--- config.mk ---
export PLATFORM = sky130hd
export DESIGN_NAME = solver_sequencer
export DESIGN_NICKNAME = d
export VERILOG_FILES = /design/src/rtl/solver_sequencer.sv
export SDC_FILE = /design/constraint.sdc
export NUM_CORES = 1
export LEC_CHECK = 0
export BUFFER_PORTS_ARGS = -buffer_cell sky130_fd_sc_hd__buf_2
export CAP_MARGIN = 10
export CELL_PAD_IN_SITES_DETAIL_PLACEMENT = 0
export CELL_PAD_IN_SITES_GLOBAL_PLACEMENT = 1
export CORE_UTILIZATION = 38
export CTS_CLUSTER_DIAMETER = 50
export DETAILED_ROUTE_END_ITERATION = 10
export MAX_ROUTING_LAYER = met4
export PLACE_DENSITY = 0.75
export SYNTH_ARGS = -nofsm -noshare
export SYNTH_HDL_FRONTEND = slang
export SYNTH_SLANG_ARGS = --single-unit
--- constraint.sdc ---
create_clock -name clock -period 2.13 [get_ports clock]
set_input_delay 0.213 -clock clock [delete_from_list [all_inputs] [get_ports clock]]
set_output_delay 0.213 -clock clock [all_outputs]
set_load 0.02 [all_outputs]
--- src/rtl/solver_sequencer.sv ---
// solver_sequencer: limb-serial control FSM driving one fractal solver datapath (z=f(z)+c).
module solver_sequencer #(
    parameter int LIMB_INDEX_BITS = 6,
    parameter int ITER_BITS = 16,
    parameter int FLUSH_WAIT = 4
) (
    input  logic clock,
    input  logic reset,
    input  logic cfg_limbs_en,
    input  logic [LIMB_INDEX_BITS-1:0] cfg_limbs,
    input  logic cfg_lim_en,
    input  logic [ITER_BITS-1:0] cfg_lim,
    input  logic cfg_mode_en,
    input  logic [1:0] cfg_mode,
    input  logic c_wr_re,
    input  logic c_wr_im,
    input  logic [LIMB_INDEX_BITS-1:0] c_wr_ind,
    input  logic start,
    input  logic abort,
    input  logic zre_sign,
    input  logic zim_sign,
    input  logic diverged,
    output logic cre_wr_en,
    output logic cim_wr_en,
    output logic [LIMB_INDEX_BITS-1:0] c_limb_ind,
    output logic [LIMB_INDEX_BITS-1:0] zre_rd_ind,
    output logic [LIMB_INDEX_BITS-1:0] zim_rd_ind,
    output logic op_sel,
    output logic [2:0] re_part_sel,
    output logic [1:0] im_part_sel,
    output logic [1:0] re_acc_sel,
    output logic [1:0] im_acc_sel,
    output logic z_wr_en,
    output logic [LIMB_INDEX_BITS-1:0] z_wr_ind,
    output logic busy,
    output logic result_valid,
    input  logic result_ready,
    output logic [ITER_BITS-1:0] result_count
);
    localparam int LIB = LIMB_INDEX_BITS;
    localparam int CW = $clog2(FLUSH_WAIT + 2);
    localparam logic [CW-1:0] FW_C = CW'(FLUSH_WAIT);
    typedef enum logic [2:0] {IDLE, ITER, ITER_FLUSH, CHECK, SIGN, SIGN_FLUSH, DONE} state_t;
    typedef struct packed {
        logic [LIB-1:0] zre;
        logic [LIB-1:0] zim;
        logic op;
        logic [2:0] re_part;
        logic [1:0] im_part;
        logic [1:0] re_acc;
        logic [1:0] im_acc;
        logic zwe;
        logic [LIB-1:0] zwi;
    } dp_t;
    localparam dp_t DP_IDLE = '{zre: '0, zim: '0, op: 1'b0, re_part: 3'd0, im_part: 2'd0,
                                re_acc: 2'd3, im_acc: 2'd3, zwe: 1'b0, zwi: '0};
    state_t state, state_n;
    logic [LIB-1:0] num_limbs, l, l_n, p, p_n;
    logic [ITER_BITS-1:0] iter_limit, iter, iter_n, count_n;
    logic [1:0] mode, iter_acc;
    logic flip, flip_n, sre, sre_n, sim, sim_n, eq, last, neg_im;
    logic [CW-1:0] cnt, cnt_n;
    dp_t dp, dp_n;
    assign cre_wr_en = c_wr_re && state == IDLE;
    assign cim_wr_en = c_wr_im && state == IDLE;
    assign c_limb_ind = c_wr_ind;
    assign {zre_rd_ind, zim_rd_ind, op_sel, re_part_sel, im_part_sel, re_acc_sel, im_acc_sel, z_wr_en, z_wr_ind} = dp;
    assign busy = state != IDLE;
    assign result_valid = state == DONE;
    assign eq = l == (p << 1);
    assign last = flip && p == (l >> 1);
    assign iter_acc = (!flip && p == '0) ? ((l == num_limbs) ? 2'd2 : 2'd1) : 2'd0;
    assign neg_im = (mode == 2'd1) ? 1'b0 : (mode == 2'd2) ? ~(sre ^ sim) : (sre ^ sim);
    always_comb begin
        state_n = state;
        l_n = l;
        p_n = p;
        flip_n = flip;
        cnt_n = cnt;
        iter_n = iter;
        sre_n = sre;
        sim_n = sim;
        count_n = result_count;
        dp_n = DP_IDLE;
        case (state)
            IDLE: if (start && num_limbs != '0) begin
                state_n = ITER;
                iter_n = '0;
                sre_n = 1'b0;
                sim_n = 1'b0;
                l_n = num_limbs;
                p_n = '0;
                flip_n = 1'b0;
            end
            ITER: begin
                dp_n.zre = flip ? p : l - p;
                dp_n.zim = flip ? l - p : p;
                dp_n.re_acc = iter_acc;
                dp_n.im_acc = (flip && eq) ? 2'd3 : iter_acc;
                dp_n.re_part = (iter == '0) ? 3'd0 : eq ? (flip ? 3'd4 : 3'd3) : (flip ? 3'd2 : 3'd1);
                dp_n.im_part = (iter == '0) ? 2'd0 : neg_im ? 2'd2 : 2'd1;
                dp_n.zwe = last && l != num_limbs;
                dp_n.zwi = (last && l != num_limbs) ? l : '0;
                flip_n = !flip;
                if (last) begin
                    p_n = '0;
                    l_n = l - 1'b1;
                    if (l == '0) begin
                        state_n = ITER_FLUSH;
                        cnt_n = '0;
                    end
                end else if (flip) p_n = p + 1'b1;
            end
            ITER_FLUSH, SIGN_FLUSH: begin
                cnt_n = cnt + 1'b1;
                if (cnt == FW_C) begin
                    state_n = (state == ITER_FLUSH) ? CHECK : ITER;
                    l_n = num_limbs;
                    p_n = '0;
                    flip_n = 1'b0;
                end
            end
            CHECK: if (diverged && iter != '0) begin
                state_n = DONE;
                count_n = iter;
            end else if (iter == iter_limit) begin
                state_n = DONE;
                count_n = '1;
            end else begin
                state_n = SIGN;
                iter_n = iter + 1'b1;
                sre_n = zre_sign;
                sim_n = zim_sign;
                l_n = num_limbs - 1'b1;
            end
            SIGN: begin
                // Conditional negation of each component so the next pass squares |z|
                dp_n.op = 1'b1;
                dp_n.zre = l;
                dp_n.zim = l;
                dp_n.zwe = 1'b1;
                dp_n.zwi = l;
                dp_n.re_acc = !sre ? 2'd0 : (l == num_limbs - 1'b1) ? 2'd1 : 2'd2;
                dp_n.im_acc = !sim ? 2'd0 : (l == num_limbs - 1'b1) ? 2'd1 : 2'd2;
                l_n = l - 1'b1;
                if (l == '0) begin
                    state_n = SIGN_FLUSH;
                    cnt_n = '0;
                end
            end
            DONE: if (result_ready) state_n = IDLE;
            default: state_n = IDLE;
        endcase
        if (abort) begin
            state_n = IDLE;
            dp_n = DP_IDLE;
        end
    end
    always_ff @(posedge clock) begin
        if (reset) begin
            state <= IDLE;
            l <= '0;
            p <= '0;
            flip <= 1'b0;
            cnt <= '0;
            iter <= '0;
            sre <= 1'b0;
            sim <= 1'b0;
            result_count <= '0;
            dp <= '0;
            num_limbs <= '0;
            iter_limit <= '0;
            mode <= 2'd0;
        end else begin
            state <= state_n;
            l <= l_n;
            p <= p_n;
            flip <= flip_n;
            cnt <= cnt_n;
            iter <= iter_n;
            sre <= sre_n;
            sim <= sim_n;
            result_count <= count_n;
            dp <= dp_n;
            if (state == IDLE && cfg_limbs_en) num_limbs <= cfg_limbs;
            if (state == IDLE && cfg_lim_en) iter_limit <= cfg_lim;
            if (state == IDLE && cfg_mode_en) mode <= cfg_mode;
        end
    end
endmodule
==> impl_metrics.csv, run 1 <==
group,metric,value,unit
cells_and_area,area_growth,28.3,%
worst_setup_path,max_stage_delay,0.52,ns
worst_setup_path,cp_data_arrival_time,2.36,ns
worst_setup_path,cp_max_fo,4,
cells_and_area,seqCellArea,2140,sq um
synthesis,synthDistinctLibCells,71,
cells_and_area,fin_cells,1040,
synthesis,synth_edf_count,0,
sta,rsz0062_at_grt,"true",
hold_path,worstHoldStart,"cfg_limbs[0]",
cts,cts_tree,"yes",
floorplan,ioPinCount,98,
route,drt_iter0_markers,398,
synthesis,async_flop_share,0,%
sta,tightest_slew,0.502,ns
run_status,violations,"design-rule violations",
worst_setup_path,crit_path_top_delay_cell,"or4_1",
route,vias,5488,
sta,timing.slew.headroom,66.3,%
grt,grt_overflow,0,
pwr,ir_drop,0.463,mV
synthesis,synth_seq_area_share,36.9,%
cells_and_area,final_cell_mix,"buf_4 (109), dfxtp_1 (92), nand2_1 (89)",
cts,cts.htree.levels,3,
cts,clk_latency,0.36,ns
grt,grt_pass1_vias,5221,
worst_setup_path,r2r_end,"iter[4]$_SDFFE_PP0P_",
pwr,pwr_density_cell,680,nW/um^2
pwr,p_leak,3.25,nW
cells_and_area,drive_gt1_share,33.5,%
worst_setup_path,cpLargestDelayFamily,"simple AND/OR/NAND/NOR gates",
place,place_inst,1016,
worst_setup_path,rr_worst_depth,8,
floorplan,std_cell_rows,44,
sta,finalCritPeriodShare,98.4,%
cells_and_area,final_common_cell,"buf_4",
synthesis,yosys_register_bits,106,
sta,fmax,477,MHz
grt,grt_pass1_wl,27400,microns
hold_path,holdPathEnd,"num_limbs[0]$_SDFFE_PP0P_",
synthesis,synthCells,697,
route,routed_wl,17200,microns
cells_and_area,fillers,1383,
synthesis,syn-num-nets,757,
floorplan,core,14600,sq um
synthesis,synth_flop_cell,"dfxtp_1",
worst_setup_path,cp-start-kind,"flop",
route,ant_nets,0,
floorplan,fp.dieW,125,microns
worst_setup_path,path_cells,"inv_1 > ha_1 > nor4b_2 > nand4_1 > and2_4 > or4_1 > xor2_1 > nor2_1",
place,dp_hpwl,13200,microns
synthesis,synth_warnings,0,
floorplan,initial_core_util,39.3,%
cells_and_area,nNetsFinal,912,
route,drc,18,
grt,grt_usage,22.8,%
cells_and_area,final_core_util,50.4,%
worst_setup_path,path_buf_inv,1,
run,cap_violations,0,
hold_path,holdPathStages,3,
cts,clockBufferDepth,2,
sta,skew,0.0109,ns
grt,grt_max_degree,33,
sta,holdWs,0.0908,ns
cts,root_buffer,"clkbuf_16",
worst_setup_path,worstReg2RegStart,"iter[0]$_SDFFE_PP0P_",
run_status,status,"complete, but fails checks",
cts,clkSinkCount,106,
worst_setup_path,end_kind,"flop",
sta,drv_slew,0,
worst_setup_path,required,2.40,ns
route,wl_per_cell,16.5,microns
floorplan,dieArea,15600,sq um
place,io_buffer_count,85,
worst_setup_path,r2r_slack,0.03,ns
route,via_per_inst,5.28,
cts,cts_buffers,9,
sta,period_needed,2.10,ns
sta,hold_violations,0,
route,dr.pass1.iters,8,
grt,antenna_found_initial,0,
place,place.gp.congestion,0.909,
synthesis,synth_area,5750,sq um
synthesis,post_synth.cell_area_avg,8.25,sq um
cells_and_area,multi_input_area,3320,sq um
hold_path,min_path_type,"input port to flop",
sta,setup_viol,0,
cells_and_area,num_antenna_cells,0,
worst_setup_path,critPathKind,"flop to flop",
cts,clkTransAtPathRegs,0.07,ns
floorplan,die_y,125,microns
[cell usage after synthesis, drive strengths merged, types with 16 or more instances]
cell type	instances	area share, %
ha	16	3.5
nor3	23	2.3
o221a	16	3.1
o21ai	29	2.5
nand3	20	1.7
clkbuf	30	3.2
dfxtp	106	37
buf	23	2.6
a21oi	63	5.7
nor2	50	3.3
nand2	93	6.1
inv	30	2.0
xor2	41	6.4
[metal layers]
metal	part of all wire, %	wire, microns	up-vias	global-route usage [%]
li1	-	-	2771	-
met1	51	8670	2548	31.7
met2	43	7420	149	33.7
met3	4.7	802	20	5.13
met4	1.6	269	0	4.73
met5	0	0	-	-
[worst reg2reg max path, cell delays in order, from the launching register on]
cell and delay (ns):
dfxtp_1 0.34, inv_1 0.07, ha_1 0.13, nor4b_2 0.19
nand4_1 0.22, and2_4 0.23, or4_1 0.52, xor2_1 0.17
nor2_1 0.15
[logic make-up (layout without fill, tap and decap cells)]
group	after synthesis	count (layout)	share of synthesized area, %
multiplexers	6	6	1.09
adder cells (fa/ha/maj)	17	17	3.83
AND/OR/NAND/NOR	268	268	23.1
AO/OA/AOI/OAI	167	167	19.5
buffers and inverters	83	242	7.77
flip-flops	106	106	36.9
XOR/XNOR	50	50	7.75
[final cells by class]
cell class,count,share of cell area (%)
clock buffers,11,3.16
clock inverters,4,0.797
multi-input cells,508,45.0
well taps,184,3.12
flip-flops and latches,106,29.0
repair buffers,197,17.4
inverters,30,1.53
[power by group]
part / leakage [nW] / internal (mW) / switching [mW]
Clock: 0.143 / 0.924 / 0.758
Combinational: 2.24 / 0.552 / 0.668
Sequential: 0.867 / 2.05 / 0.0676
[stage by stage]
step	worst slack (ns)	instance area, sq um	total power, mW	TNS (ns)
after floorplan	0.00371	5750	2.86	0
after global placement	-0.0417	6860	3.29	-0.0826
after detailed placement	-0.0987	6860	3.30	-0.755
after CTS	0.00277	7220	5.02	0
after global routing	-0.0654	7380	5.28	-0.247
final	0.0338	7380	5.02	0
[worst max path at each step]
| stage | start | to | slack [ns] | cells after the start |
|---|---|---|---|---|
| 6_report | iter[0]$_SDFFE_PP0P_ | iter[4]$_SDFFE_PP0P_ | 0.03 | 8 |
| 5_1_grt | iter[0]$_SDFFE_PP0P_ | iter[4]$_SDFFE_PP0P_ | -0.07 | 8 |
| 4_1_cts | l[3]$_SDFFE_PP0P_ | l[4]$_SDFFE_PP0P_ | 0.003 | 6 |
| 3_5_place_dp | iter[10]$_SDFFE_PP0P_ | l[1]$_SDFFE_PP0P_ | -0.1 | 7 |
| 3_3_place_gp | l[1]$_SDFFE_PP0P_ | zre_rd_ind[4]$_SDFF_PP0_ | -0.04 | 8 |
| 2_1_floorplan | num_limbs[0]$_SDFFE_PP0P_ | im_acc_sel[0]$_SDFF_PP0_ | 0.004 | 8 |
[repair_timing]
action / 4_1_cts / 5_1_grt
resized for setup: 12 / 41
buffers inserted: 3 / 6
cloned: 0 / 0
pin swaps: 4 / 16
hold buffers: 0 / 0
endpoints found under the setup margin: 28 / 20
[sequential cells by signal, summed over array words and instances, names as in the netlist]
signal	count
cnt	3
flip	1
im_acc_sel	2
im_part_sel	2
iter	16
iter_limit	16
l	6
mode	2
num_limbs	6
op_sel	1
p	6
re_acc_sel	2
re_part_sel	3
result_count	16
sim	1
sre	1
state	3
z_wr_en	1
z_wr_ind	6
zim_rd_ind	6
zre_rd_ind	6
No activity file was read; power rests on OpenSTA's default activity.
==> run 2: changes to the inputs <==
--- a/config.mk
+++ b/config.mk
@@ -12,6 +12,7 @@
 export CORE_UTILIZATION = 38
 export CTS_CLUSTER_DIAMETER = 50
 export DETAILED_ROUTE_END_ITERATION = 10
+export GPL_TIMING_DRIVEN = 0
 export MAX_ROUTING_LAYER = met4
 export PLACE_DENSITY = 0.75
 export SYNTH_ARGS = -nofsm -noshare
==> run 2 against run 1 <==
The flow finishes with violations (design-rule violations, negative setup slack). Setup slack lost 0.066 ns. Non-clock buffer count is 17 lower. Sequential share of layout area decreased by 0.92 points. Combinational power grew 3%. Clock skew is 0.0043 ns lower. Critical path depth down 1. First-iteration DRC count rose by 7.8%. Core utilization rose by 2.4 points. Register-to-register slack worse by 0.07 ns. Sequential cell count unchanged. Routed wire length increased by 5.5%. Critical path type unchanged. Highest routed layer unchanged.
==> impl_metrics.csv, run 2 (same netlist as run 1, synthesis figures left out) <==
group,metric,value,unit
place,dp_hpwl,13100,microns
worst_setup_path,path_buf_inv,2,
pwr,p_leak,3.23,nW
sta,setup_viol,7,
sta,rsz0062_at_grt,"true",
place,dp_slack,-0.514,ns
floorplan,dieArea,15600,sq um
cts,clkTransAtPathRegs,0.07,ns
run_status,violations,"design-rule violations, negative setup slack",
sta,hold_violations,0,
sta,finalCritPeriodShare,102,%
floorplan,core,14600,sq um
grt,grt_pass1_wl,27500,microns
cts,root_buffer,"clkbuf_16",
cells_and_area,fillers,1393,
place,place.gp.congestion,0.899,
worst_setup_path,cp_data_arrival_time,2.47,ns
cells_and_area,seqCellArea,2170,sq um
worst_setup_path,required,2.43,ns
sta,drv_slew,0,
place,dpl-instance-area,6430,sq um
route,via_per_inst,5.56,
cells_and_area,num_antenna_cells,0,
run_status,status,"complete, but fails checks",
cts,cts_tree,"yes",
cells_and_area,final_cell_area,7730,sq um
floorplan,ioPinCount,98,
pwr,ir_drop,0.430,mV
worst_setup_path,critPathKind,"flop to flop",
floorplan,std_cell_rows,44,
worst_setup_path,crit_path_top_delay_cell,"nor4_2",
sta,period_needed,2.16,ns
cts,cts.htree.levels,3,
run,cap_violations,0,
cells_and_area,area_growth,34.4,%
grt,grt_max_degree,19,
floorplan,fp.dieW,125,microns
worst_setup_path,cpLargestDelayFamily,"simple AND/OR/NAND/NOR gates",
sta,tightest_slew,0.669,ns
cells_and_area,final_common_cell,"buf_2",
cts,clkSinkCount,106,
place,io_buffer_count,90,
floorplan,die_y,125,microns
cells_and_area,nNetsFinal,895,
worst_setup_path,cp_max_fo,8,
worst_setup_path,cp-start-kind,"flop",
sta,fmax,462,MHz
cells_and_area,multi_input_area,3680,sq um
cells_and_area,reg.largest.list,"iter x16, iter_limit x16, result_count x16",
cells_and_area,drive_gt1_share,35.8,%
grt,grt_pass1_vias,5257,
route,dr.pass1.iters,8,
cts,clockBufferDepth,2,
route,vias,5697,
grt,grt_overflow,0,
sta,worst_slack,-0.0322,ns
cts,cts_buffers,9,
floorplan,initial_core_util,39.3,%
grt,grt_usage,23.0,%
route,drt_iter0_markers,429,
sta,skew,0.00661,ns
route,routed_wl,18100,microns
pwr,finalPower,5.23,mW
cells_and_area,final_core_util,52.8,%
route,drc,18,
hold_path,min_path_type,"input port to flop",
cts,clk_latency,0.36,ns
grt,antenna_found_initial,0,
worst_setup_path,end_kind,"flop",
cts,ctsHoldBuffers,0,
sta,timing.slew.headroom,55.4,%
worst_setup_path,path_cells,"xor2_1 > nor4_2 > nand4_4 > a21oi_4 > buf_6 > clkbuf_16 > o221a_4",
route,wl_per_cell,17.7,microns
pwr,pwr_density_cell,676,nW/um^2
route,ant_nets,0,
worst_setup_path,max_stage_delay,0.43,ns
cells_and_area,final_cell_mix,"buf_2 (92), nand2_1 (90), dfxtp_1 (81)",
[run 2: through the flow]
stage	hold WS, ns	TNS, ns	cells
2_1_floorplan	0.349	0	697
3_3_place_gp	0.451	-14.75	971
3_5_place_dp	0.449	-15.89	971
4_1_cts	0.0749	-0.00692	1000
5_1_grt	0.0871	-1.09	1024
6_report	0.0816	-0.115	1024
[run 2: worst paths after layout]
check	start	endpoint	slack, ns	cells after the start
min	cfg_limbs[0]	num_limbs[0]$_SDFFE_PP0P_	0.08	3
max	iter[1]$_SDFFE_PP0P_	result_count[0]$_SDFFE_PP0N_	-0.03	7
max reg2reg	iter[1]$_SDFFE_PP0P_	result_count[0]$_SDFFE_PP0N_	-0.03	7
min reg2reg	iter_limit[4]$_SDFFE_PP0P_	iter_limit[4]$_SDFFE_PP0P_	0.47	2
[run 2: power breakdown]
group	switching [mW]	internal, mW
registers	0.0635	2.04
logic	0.736	0.523
clock network	0.787	1.08
[run 2: worst register-to-register path: cells and delay by family, from the launching register on]
kind | cells | cell delay [ns]
XOR/XNOR | 1 | 0.17
buffers and inverters | 2 | 0.32
AND/OR/NAND/NOR | 2 | 0.64
flip-flops | 1 | 0.37
AO/OA/AOI/OAI | 2 | 0.59
[run 2: metal layers]
layer | share of wire (%) | global-route usage, % | vias up
li1 | - | - | 2732
met1 | 46 | 30.0 | 2703
met2 | 45 | 35.3 | 229
met3 | 5.7 | 4.11 | 33
met4 | 2.9 | 9.18 | 0
met5 | 0 | - | -
[run 2: final cells by class]
class / count / share of cell area, %
buffer: 46 / 4.63
clock buffer: 10 / 3.09
clock inverter: 6 / 1.21
inverter: 30 / 1.62
multi-input combinational: 508 / 47.6
sequential: 106 / 28.1
tap: 184 / 2.98
timing repair buffer: 134 / 10.7
[run 2: timing repair]
item                       CTS  global route
setup endpoints to repair   78            69
setup buffers               18            24
cloned                       0             2
pin swaps                   15            24
resized for setup           58           111
==> run 3: changes to the inputs <==
--- a/config.mk
+++ b/config.mk
@@ -9,12 +9,14 @@
 export CAP_MARGIN = 10
 export CELL_PAD_IN_SITES_DETAIL_PLACEMENT = 0
 export CELL_PAD_IN_SITES_GLOBAL_PLACEMENT = 1
-export CORE_UTILIZATION = 38
+export CORE_ASPECT_RATIO = 0.7
+export CORE_UTILIZATION = 39
+export CTS_BUF_LIST = sky130_fd_sc_hd__clkbuf_8
 export CTS_CLUSTER_DIAMETER = 50
 export DETAILED_ROUTE_END_ITERATION = 10
 export GPL_TIMING_DRIVEN = 0
 export MAX_ROUTING_LAYER = met4
-export PLACE_DENSITY = 0.75
+export PLACE_DENSITY_LB_ADDON = 0.1
 export SYNTH_ARGS = -nofsm -noshare
 export SYNTH_HDL_FRONTEND = slang
 export SYNTH_SLANG_ARGS = --single-unit
==> run 3 against run 2 <==
The flow finishes with violations (negative setup slack). Combinational power about the same. Sequential power about the same. Sequential share of layout area increased by 0.87 points. Design area decreased by 2.9%. Routed wire length increased by 0.29%. Clock skew increased by 0.015 ns. Core utilization increased by 0.29 points. First-iteration DRC count increased by 27%. Critical path type unchanged. Critical endpoint is now l[4]$_SDFFE_PP0P_. Highest routed layer unchanged.
==> impl_metrics.csv, run 3 (same netlist as run 1, synthesis figures left out) <==
group,metric,value,unit
worst_setup_path,end_kind,"flop",
worst_setup_path,cp_max_fo,8,
sta,period_needed,2.14,ns
place,dp_hpwl,13200,microns
floorplan,fp.dieW,147,microns
pwr,ir_drop,0.333,mV
sta,holdWs,0.0473,ns
sta,fmax,467,MHz
pwr,p_leak,3.15,nW
cells_and_area,drive_gt1_share,36.0,%
run,cap_violations,0,
route,via_per_inst,5.44,
grt,antenna_found_initial,0,
place,place.gp.congestion,0.887,
sta,timing.slew.headroom,55.5,%
floorplan,core,14100,sq um
sta,finalCritPeriodShare,101,%
place,io_buffer_count,90,
cells_and_area,final_common_cell,"buf_2",
worst_setup_path,cp-start-kind,"flop",
cts,ctsHoldBuffers,0,
run_status,status,"complete, but fails checks",
route,dr.pass1.iters,7,
route,drc,0,
route,wl_per_cell,17.7,microns
cts,clockBufferDepth,2,
grt,grt_usage,23.8,%
cells_and_area,fin_cells,1028,
grt,grt_pass1_wl,27400,microns
route,vias,5596,
cts,clkTransAtPathRegs,0.11,ns
cts,root_buffer,"clkbuf_8",
cts,clk_latency,0.40,ns
worst_setup_path,critPathKind,"flop to flop",
cells_and_area,nNetsFinal,893,
worst_setup_path,path_cells,"nor3_2 > a41oi_2 > a21oi_1 > a211o_4 > or4_1 > o211a_1",
run_status,violations,"negative setup slack",
cells_and_area,final_cell_mix,"buf_2 (90), nand2_1 (89), dfxtp_1 (79)",
hold_path,min_path_type,"input port to flop",
floorplan,initial_core_util,40.7,%
sta,setup_viol,1,
route,drt_iter0_markers,546,
worst_setup_path,required,2.43,ns
worst_setup_path,max_stage_delay,0.53,ns
place,place_inst,977,
cts,clkSinkCount,106,
worst_setup_path,cp_data_arrival_time,2.44,ns
sta,rsz0062_at_grt,"true",
cts,cts_buffers,9,
cells_and_area,area_growth,30.5,%
floorplan,dieArea,15200,sq um
floorplan,std_cell_rows,36,
pwr,pwr_density_cell,631,nW/um^2
sta,skew,0.0212,ns
route,routed_wl,18200,microns
route,ant_nets,0,
sta,drv_slew,0,
cells_and_area,reg.largest.list,"iter x16, iter_limit x16, result_count x16",
cts,cts.htree.levels,3,
sta,hold_violations,0,
sta,worst_slack,-0.0113,ns
sta,tightest_slew,0.668,ns
cells_and_area,num_antenna_cells,0,
pwr,finalPower,4.73,mW
floorplan,die_y,104,microns
grt,grt_overflow,0,
floorplan,ioPinCount,98,
worst_setup_path,crit_path_top_delay_cell,"dfxtp_1",
cells_and_area,fillers,1346,
grt,grt_pass1_vias,4852,
cts,cts_tree,"yes",
grt,grt_max_degree,20,
## run 3: cell count changes in the layout (fill, tap and decap cells not counted), moves of 4 or more
cell,delta
buf_4,-5
o221a_4,-10
clkbuf_16,-11
nor3_1,-4
clkbuf_8,+9
o221a_2,+10
nor3_2,+4
## run 3: stage by stage
| step | setup slack [ns] | TNS [ns] | instance area [sq um] | util [%] |
|---|---|---|---|---|
| 2_1_floorplan | 0.00371 | 0 | 5750 | - |
| 3_3_place_gp | -0.462 | -15.14 | 6440 | 45.5 |
| 4_1_cts | -0.0496 | -0.514 | 6930 | 49.0 |
| 5_1_grt | -0.0934 | -0.899 | 7510 | 53.1 |
| 6_report | -0.0113 | -0.0113 | 7510 | 53.1 |
| 3_5_place_dp | -0.489 | -16.70 | 6440 | 45.5 |
## run 3: power by group
group          internal [mW]  switching (mW)  total (mW)
clock                  0.571           0.798        1.37
sequential              2.04          0.0654        2.11
combinational          0.518           0.740        1.26
## run 3: layout make-up
| type | count | area, sq um | share of cell area, % |
|---|---|---|---|
| Clock inverter | 7 | 88.8 | 1.18 |
| Tap cell | 190 | 238 | 3.17 |
| Buffer | 48 | 379 | 5.05 |
| Clock buffer | 9 | 124 | 1.65 |
| Timing Repair Buffer | 130 | 782 | 10.4 |
| Inverter | 30 | 128 | 1.70 |
| Multi-Input combinational cell | 508 | 3590 | 47.9 |
| Sequential cell | 106 | 2170 | 28.9 |
## run 3: final timing paths
kind | start | to | slack (ns) | cells after the start
max reg2reg | num_limbs[4]$_SDFFE_PP0P_ | l[4]$_SDFFE_PP0P_ | -0.01 | 6
min | cfg_limbs[1] | num_limbs[1]$_SDFFE_PP0P_ | 0.05 | 3
min reg2reg | iter_limit[15]$_SDFFE_PP0P_ | iter_limit[15]$_SDFFE_PP0P_ | 0.48 | 2
max | num_limbs[4]$_SDFFE_PP0P_ | l[4]$_SDFFE_PP0P_ | -0.01 | 6
## run 3: critical path: cells and delay by family (launching register included)
kind | cells | cell delay [ns]
AO/OA/AOI/OAI | 4 | 0.90
AND/OR/NAND/NOR | 2 | 0.62
flip-flops | 1 | 0.53
## run 3: repair_timing
action,4_1_cts,5_1_grt
buffers inserted,12,28
setup endpoints to repair,72,75
pin swaps,8,25
gates resized for setup,64,95
## run 3: per-layer routing
metal | up-vias | track usage [%] | share of wire, % | wire length, microns
met2 | 245 | 30.2 | 39 | 7060
met4 | 0 | 4.42 | 1.2 | 209
li1 | 2727 | - | - | -
met5 | - | - | 0 | 0
met3 | 26 | 3.61 | 7.1 | 1290
met1 | 2598 | 38.4 | 53 | 9600
